## config.mk

```make
export PLATFORM = sky130hd
export DESIGN_NAME = fifo_sync
export DESIGN_NICKNAME = d
export VERILOG_FILES = /design/src/rtl/fifo_sync_pkg.sv /design/src/rtl/fifo_ram.sv /design/src/rtl/fifo_sync.sv
export SDC_FILE = /design/constraint.sdc
export NUM_CORES = 1
export LEC_CHECK = 0
export CAP_MARGIN = 0
export CELL_PAD_IN_SITES_DETAIL_PLACEMENT = 0
export CELL_PAD_IN_SITES_GLOBAL_PLACEMENT = 1
export CORE_UTILIZATION = 30
export DETAILED_ROUTE_END_ITERATION = 6
export GPL_TIMING_DRIVEN = 0
export PLACE_DENSITY_LB_ADDON = 0.1
export REMOVE_ABC_BUFFERS = 1
export SETUP_SLACK_MARGIN = 0.4
export SLEW_MARGIN = 20
export SYNTH_ARGS = -nofsm -noshare
export SYNTH_HDL_FRONTEND = slang
export SYNTH_SLANG_ARGS = --single-unit
```

## constraint.sdc

```tcl
create_clock -name clk -period 6.51 [get_ports clk]
set_clock_uncertainty 0.2 [all_clocks]
set_input_delay 0.651 -clock clk [delete_from_list [all_inputs] [get_ports clk]]
set_output_delay 0.651 -clock clk [all_outputs]
set_load 0.005 [all_outputs]
```

## src/rtl/fifo_sync_pkg.sv

```systemverilog
// Shared sizing macros and operation types for the synchronous FIFO family.
// The macros sit ahead of the package so every later file in the compile sees them.
`ifndef FIFO_DEFS_VH
`define FIFO_DEFS_VH
`define FIFO_DEPTH(aw) (1 << (aw))
`define FIFO_AFULL_DEF(aw) ((1 << (aw)) - 2)
`define FIFO_AEMPTY_DEF 2
`endif

package fifo_sync_pkg;

  typedef enum logic [1:0] {
    OP_IDLE = 2'b00,
    OP_POP  = 2'b01,
    OP_PUSH = 2'b10,
    OP_BOTH = 2'b11
  } fifo_op_e;

  function automatic fifo_op_e fifo_op(input logic push_acc, input logic pop_acc);
    return fifo_op_e'({push_acc, pop_acc});
  endfunction

endpackage

```

## src/rtl/fifo_ram.sv

```systemverilog
// Simple dual-port storage array: synchronous write, asynchronous read.
module fifo_ram #(
  parameter int ADDR_L = 4,
  parameter int DATA_L = 64
) (
  input  logic              clk,
  input  logic              we,
  input  logic [ADDR_L-1:0] waddr,
  input  logic [DATA_L-1:0] wdata,
  input  logic [ADDR_L-1:0] raddr,
  output logic [DATA_L-1:0] rdata
);

  logic [DATA_L-1:0] mem [`FIFO_DEPTH(ADDR_L)];

  always_ff @(posedge clk) begin
    if (we) mem[waddr] <= wdata;
  end

  assign rdata = mem[raddr];

endmodule

```

## src/rtl/fifo_sync.sv

```systemverilog
// Parametrised synchronous FIFO with count-derived status flags, sticky error
// flags, synchronous flush and a build-time FWFT / registered-read output.
module fifo_sync
  import fifo_sync_pkg::*;
#(
  parameter int BUF_ID     = 0,
  parameter int ADDR_L     = 4,
  parameter int DATA_L     = 64,
  parameter int FWFT       = 1,
  parameter int AFULL_LVL  = `FIFO_AFULL_DEF(ADDR_L),
  parameter int AEMPTY_LVL = `FIFO_AEMPTY_DEF
) (
  input  logic              clk,
  input  logic              rst,
  input  logic              flush,
  input  logic              push,
  input  logic [DATA_L-1:0] din,
  input  logic              pop,
  output logic [DATA_L-1:0] dout,
  output logic              rd_valid,
  output logic [ADDR_L:0]   count,
  output logic              full,
  output logic              empty,
  output logic              afull,
  output logic              aempty,
  output logic              ovf,
  output logic              udf,
  input  logic              err_clr
);

  localparam logic [ADDR_L:0] DEPTH_C  = (ADDR_L+1)'(`FIFO_DEPTH(ADDR_L));
  localparam logic [ADDR_L:0] AFULL_C  = (ADDR_L+1)'(AFULL_LVL);
  localparam logic [ADDR_L:0] AEMPTY_C = (ADDR_L+1)'(AEMPTY_LVL);

  if (ADDR_L < 1 || BUF_ID < 0) begin : g_param_chk
    $error("fifo_sync %0d: ADDR_L must be >= 1 and BUF_ID non-negative", BUF_ID);
  end

  logic [ADDR_L-1:0] rpt_q, rpt_d, wpt_q, wpt_d;
  logic [ADDR_L:0]   count_q, count_d;
  logic              ovf_q, ovf_d, udf_q, udf_d;
  logic              push_acc, pop_acc, ovf_evt, udf_evt;
  logic [DATA_L-1:0] ram_rdata;
  fifo_op_e          op;

  assign count  = count_q;
  assign full   = (count_q == DEPTH_C);
  assign empty  = (count_q == '0);
  assign afull  = (count_q >= AFULL_C);
  assign aempty = (count_q <= AEMPTY_C);
  assign ovf    = ovf_q;
  assign udf    = udf_q;

  // A pop on a full FIFO frees the slot the same cycle, so a concurrent push still fits.
  always_comb begin
    push_acc = 1'b0;
    pop_acc  = 1'b0;
    ovf_evt  = 1'b0;
    udf_evt  = 1'b0;
    if (!flush) begin
      pop_acc  = pop && !empty;
      push_acc = push && (!full || pop);
      ovf_evt  = push && full && !pop;
      udf_evt  = pop && empty;
    end
    op = fifo_op(push_acc, pop_acc);

    rpt_d   = rpt_q;
    wpt_d   = wpt_q;
    count_d = count_q;
    if (flush) begin
      rpt_d   = '0;
      wpt_d   = '0;
      count_d = '0;
    end else begin
      if (push_acc) wpt_d = wpt_q + 1'b1;
      if (pop_acc)  rpt_d = rpt_q + 1'b1;
      case (op)
        OP_PUSH: count_d = count_q + 1'b1;
        OP_POP:  count_d = count_q - 1'b1;
        default: count_d = count_q;
      endcase
    end

    ovf_d = ovf_evt || (ovf_q && !err_clr);
    udf_d = udf_evt || (udf_q && !err_clr);
  end

  always_ff @(posedge clk or posedge rst) begin
    if (rst) begin
      rpt_q   <= '0;
      wpt_q   <= '0;
      count_q <= '0;
      ovf_q   <= 1'b0;
      udf_q   <= 1'b0;
    end else begin
      rpt_q   <= rpt_d;
      wpt_q   <= wpt_d;
      count_q <= count_d;
      ovf_q   <= ovf_d;
      udf_q   <= udf_d;
    end
  end

  fifo_ram #(
    .ADDR_L(ADDR_L),
    .DATA_L(DATA_L)
  ) u_ram (
    .clk  (clk),
    .we   (push_acc),
    .waddr(wpt_q),
    .wdata(din),
    .raddr(rpt_q),
    .rdata(ram_rdata)
  );

  if (FWFT != 0) begin : g_fwft
    assign dout     = empty ? '0 : ram_rdata;
    assign rd_valid = !empty;
  end else begin : g_reg
    logic [DATA_L-1:0] dout_q, dout_d;
    logic              rd_valid_q, rd_valid_d;

    always_comb begin
      dout_d     = dout_q;
      rd_valid_d = 1'b0;
      if (flush) begin
        dout_d = '0;
      end else if (pop_acc) begin
        dout_d     = ram_rdata;
        rd_valid_d = 1'b1;
      end
    end

    always_ff @(posedge clk or posedge rst) begin
      if (rst) begin
        dout_q     <= '0;
        rd_valid_q <= 1'b0;
      end else begin
        dout_q     <= dout_d;
        rd_valid_q <= rd_valid_d;
      end
    end

    assign dout     = dout_q;
    assign rd_valid = rd_valid_q;
  end

endmodule

```

==> run_results.csv <==
group,metric,value,unit
layout,fin_area,49300,sq um
cts,cts_made_buffers,118,
grt,track_usage,15.4,%
logic_synthesis,seq_area_frac_synth,78.2,%
cts,cts-resized-gates,0,
sta,period_share,74.2,%
layout,fin_nets,2087,
place,io_buffer_count,145,
place,globalplace.congestion,0.665,
grt,grt_max_degree,43,
sta,rsz0062_at_grt,"no",
routing,drt_iter0_drc,1367,
sta,worst_hold_slack,0.157,ns
min_path,holdCritPathClass,"primary input to async pin",
power_and_ir_drop,power.density,345,nW/um^2
sta,max_freq,0.207,GHz
sta,tightestPinTransition,0.801,ns
floorplan,num_io_pins,146,
routing,routed_wl,103000,microns
grt,grt_overflow,0,
power_and_ir_drop,ir_drop,0.292,mV
setup_path,cp-start-kind,"flop",
cts,cts.reportedPaths.clkPinSlew,0.06,ns
place,post_dp_cell_area,45600,sq um
sta,relSlewSlack,46.3,%
floorplan,die_x,366,microns
setup_path,cpPeakStageDelay,0.73,ns
logic_synthesis,async_flop_share,1.44,%
cts,cts_max_level,3,
floorplan,dieArea,134000,sq um
logic_synthesis,synth_warnings,0,
cts,cts_max_path_buffers,3,
setup_path,slowest_stage,"dfrtp_1",
layout,drive_above_1_share,27.6,%
cts,ctsRootBufferMaster,"clkbuf_16",
power_and_ir_drop,p_leak,14.9,nW
run_status,status,"completed",
layout,area_delta_synth_final,24.0,%
logic_synthesis,ys_types,48,
logic_synthesis,synth_area,39800,sq um
grt,antenna_found_initial,11,
setup_path,critical_path_peak_fanout,28,
routing,vias_per_cell,4.84,
place,hpwl,66000,microns
logic_synthesis,syn_area_per_cell,23.3,sq um
floorplan,core_area,131000,sq um
logic_synthesis,synth-edff-count,1024,
sta,slew_viol_final,0,
sta,hold_viol,0,
routing,dr.pass1.iters,4,
layout,stdcell_count,3861,
logic_synthesis,synthCells,1706,
grt,grt_pass1_vias,20400,
run,maxCapViolCount,0,
setup_path,required,5.66,ns
setup_path,path_cells,"nor2_1 > nand2_1 > nand2_4 > buf_16 > buf_12 > o22ai_1 > clkdlybuf4s50_1",
place,placed_cells,3645,
logic_synthesis,synthFlopType,"edfxtp_1",
setup_path,worstRegToRegCells,9,
grt,grt_pass1_wl,149000,microns
routing,avgRoutedWirePerCell,26.8,microns
cts,insertion_delay,0.68,ns
floorplan,die_h,366,microns
setup_path,critical_path_class,"flop to primary output",
sta,finalSetupViolations,0,
routing,drtAntennaViolNets,0,
cts,cts.sinks,1039,
logic_synthesis,ys_ff_latch,1039,
cts,post_cts_buffers,0,
setup_path,worst_setup_path_end_kind,"primary output",
cts,cts_tree,"built",
routing,num_vias,18700,
routing,drc,0,
floorplan,initial_core_util,30.3,%
sta,min_period,4.83,ns
setup_path,cp.arrival,3.98,ns
cts,hold_buffers,0,
floorplan,num_rows,133,
==> cells in the final DEF, fill, tap and decap left out, types with 4 or more instances in the layout <==
cell type and instances:
a21oi_1 6, o211ai_1 5, nand2b_1 5, clkinv_2 21, o22ai_1 64, xor2_1 7
clkbuf_1 24, edfxtp_1 1024, mux4_2 256, nand3_1 4, nor2_4 12, ha_1 7
buf_12 36, nor3_2 5, dfrtp_1 12, nor2_1 14, nand2_1 10, mux2i_1 130
clkinv_1 32, bufinv_16 10, buf_16 48, clkbuf_16 121, inv_1 7, clkdlybuf4s50_1 145
buf_6 9, buf_4 42
==> critical path, delay by kind of cell, from the launching register on <==
family | cells | cell delay (ns)
flip-flops | 1 | 0.73
AO/OA/AOI/OAI | 1 | 0.46
AND/OR/NAND/NOR | 3 | 0.91
buffers and inverters | 3 | 1.17
==> power by group <==
group          switching (mW)  internal (mW)
clock network            2.63           3.76
logic                    1.55           1.54
registers               0.101           7.46
total                    4.27           12.8
==> stage by stage <==
stage	setup TNS [ns]	worst slack [ns]	utilization (%)	power, mW
final	0	1.68	37.5	17.0
after global routing	0	1.46	37.5	17.7
after CTS	0	1.59	37.5	17.3
after detailed placement	0	1.78	34.7	10.9
after global placement	-6319.52	-12.33	32.7	10.5
after floorplan	-354.81	-5.29	-	9.79
==> routing by layer <==
metal	part of all wire [%]	GRT usage (%)
met5	0.084	0
met4	2.0	3.45
met3	4.1	2.96
met2	46	23.8
met1	48	22.5
==> synthesized netlist by cell type (3+ instances only) <==
cell / count / area (sq um)
nor3_1: 6 / 30.0
nand3_1: 4 / 20.0
buf_1: 13 / 48.8
o22ai_1: 64 / 400
inv_1: 7 / 26.3
a21oi_1: 6 / 30.0
xor2_1: 7 / 61.3
o211ai_1: 5 / 37.5
buf_2: 36 / 180
dfrtp_1: 15 / 375
mux4_2: 256 / 5770
buf_4: 3 / 22.5
or3_1: 3 / 18.8
edfxtp_1: 1024 / 30700
nor2_1: 26 / 97.6
nand2b_1: 6 / 37.5
mux2i_1: 130 / 1300
nand2_1: 11 / 41.3
ha_1: 7 / 87.6
clkbuf_1: 44 / 165
==> kinds of logic after synthesis <==
| kind of cell | share of synthesized area (%) |
|---|---|
| AND/OR/NAND/NOR | 0.903 |
| AO/OA/AOI/OAI | 1.46 |
| XOR/XNOR | 0.198 |
| buffers and inverters | 1.11 |
| flip-flops | 78.2 |
| adder cells (fa/ha/maj) | 0.220 |
| multiplexers | 17.9 |
==> worst paths after layout <==
kind                                       from                         end  slack [ns]
setup / recovery           count[1]$_DFFE_PP0P_                    dout[55]        1.68
hold / removal                              rst        wpt_q[3]$_DFFE_PP0P_        0.16
hold reg to reg                   ovf$_DFF_PP0_               ovf$_DFF_PP0_        0.34
max in group asynchronous                   rst        rpt_q[2]$_DFFE_PP0P_        5.45
min in group clk                  ovf$_DFF_PP0_               ovf$_DFF_PP0_        0.34
setup reg to reg           count[1]$_DFFE_PP0P_  u_ram.mem[1][39]$_DFFE_PP_        2.82
==> flip-flops by register name, summed over array words and instances, names as in the netlist <==
| signal | cells |
|---|---|
| wpt_q | 4 |
| count | 5 |
| udf | 1 |
| u_ram.mem | 1024 |
| ovf | 1 |
| rpt_q | 4 |
==> cell type report <==
class / instances / area [sq um]
diodes: 1 / 2.50
clock buffers: 145 / 3120
clock inverters: 70 / 598
fillers: 11900 / 82100
inverters: 7 / 26.3
multi-input cells: 564 / 8340
flip-flops and latches: 1039 / 31100
well taps: 1755 / 2200
repair buffers: 280 / 3910
Note: power is estimated with default switching activity, not from simulation.
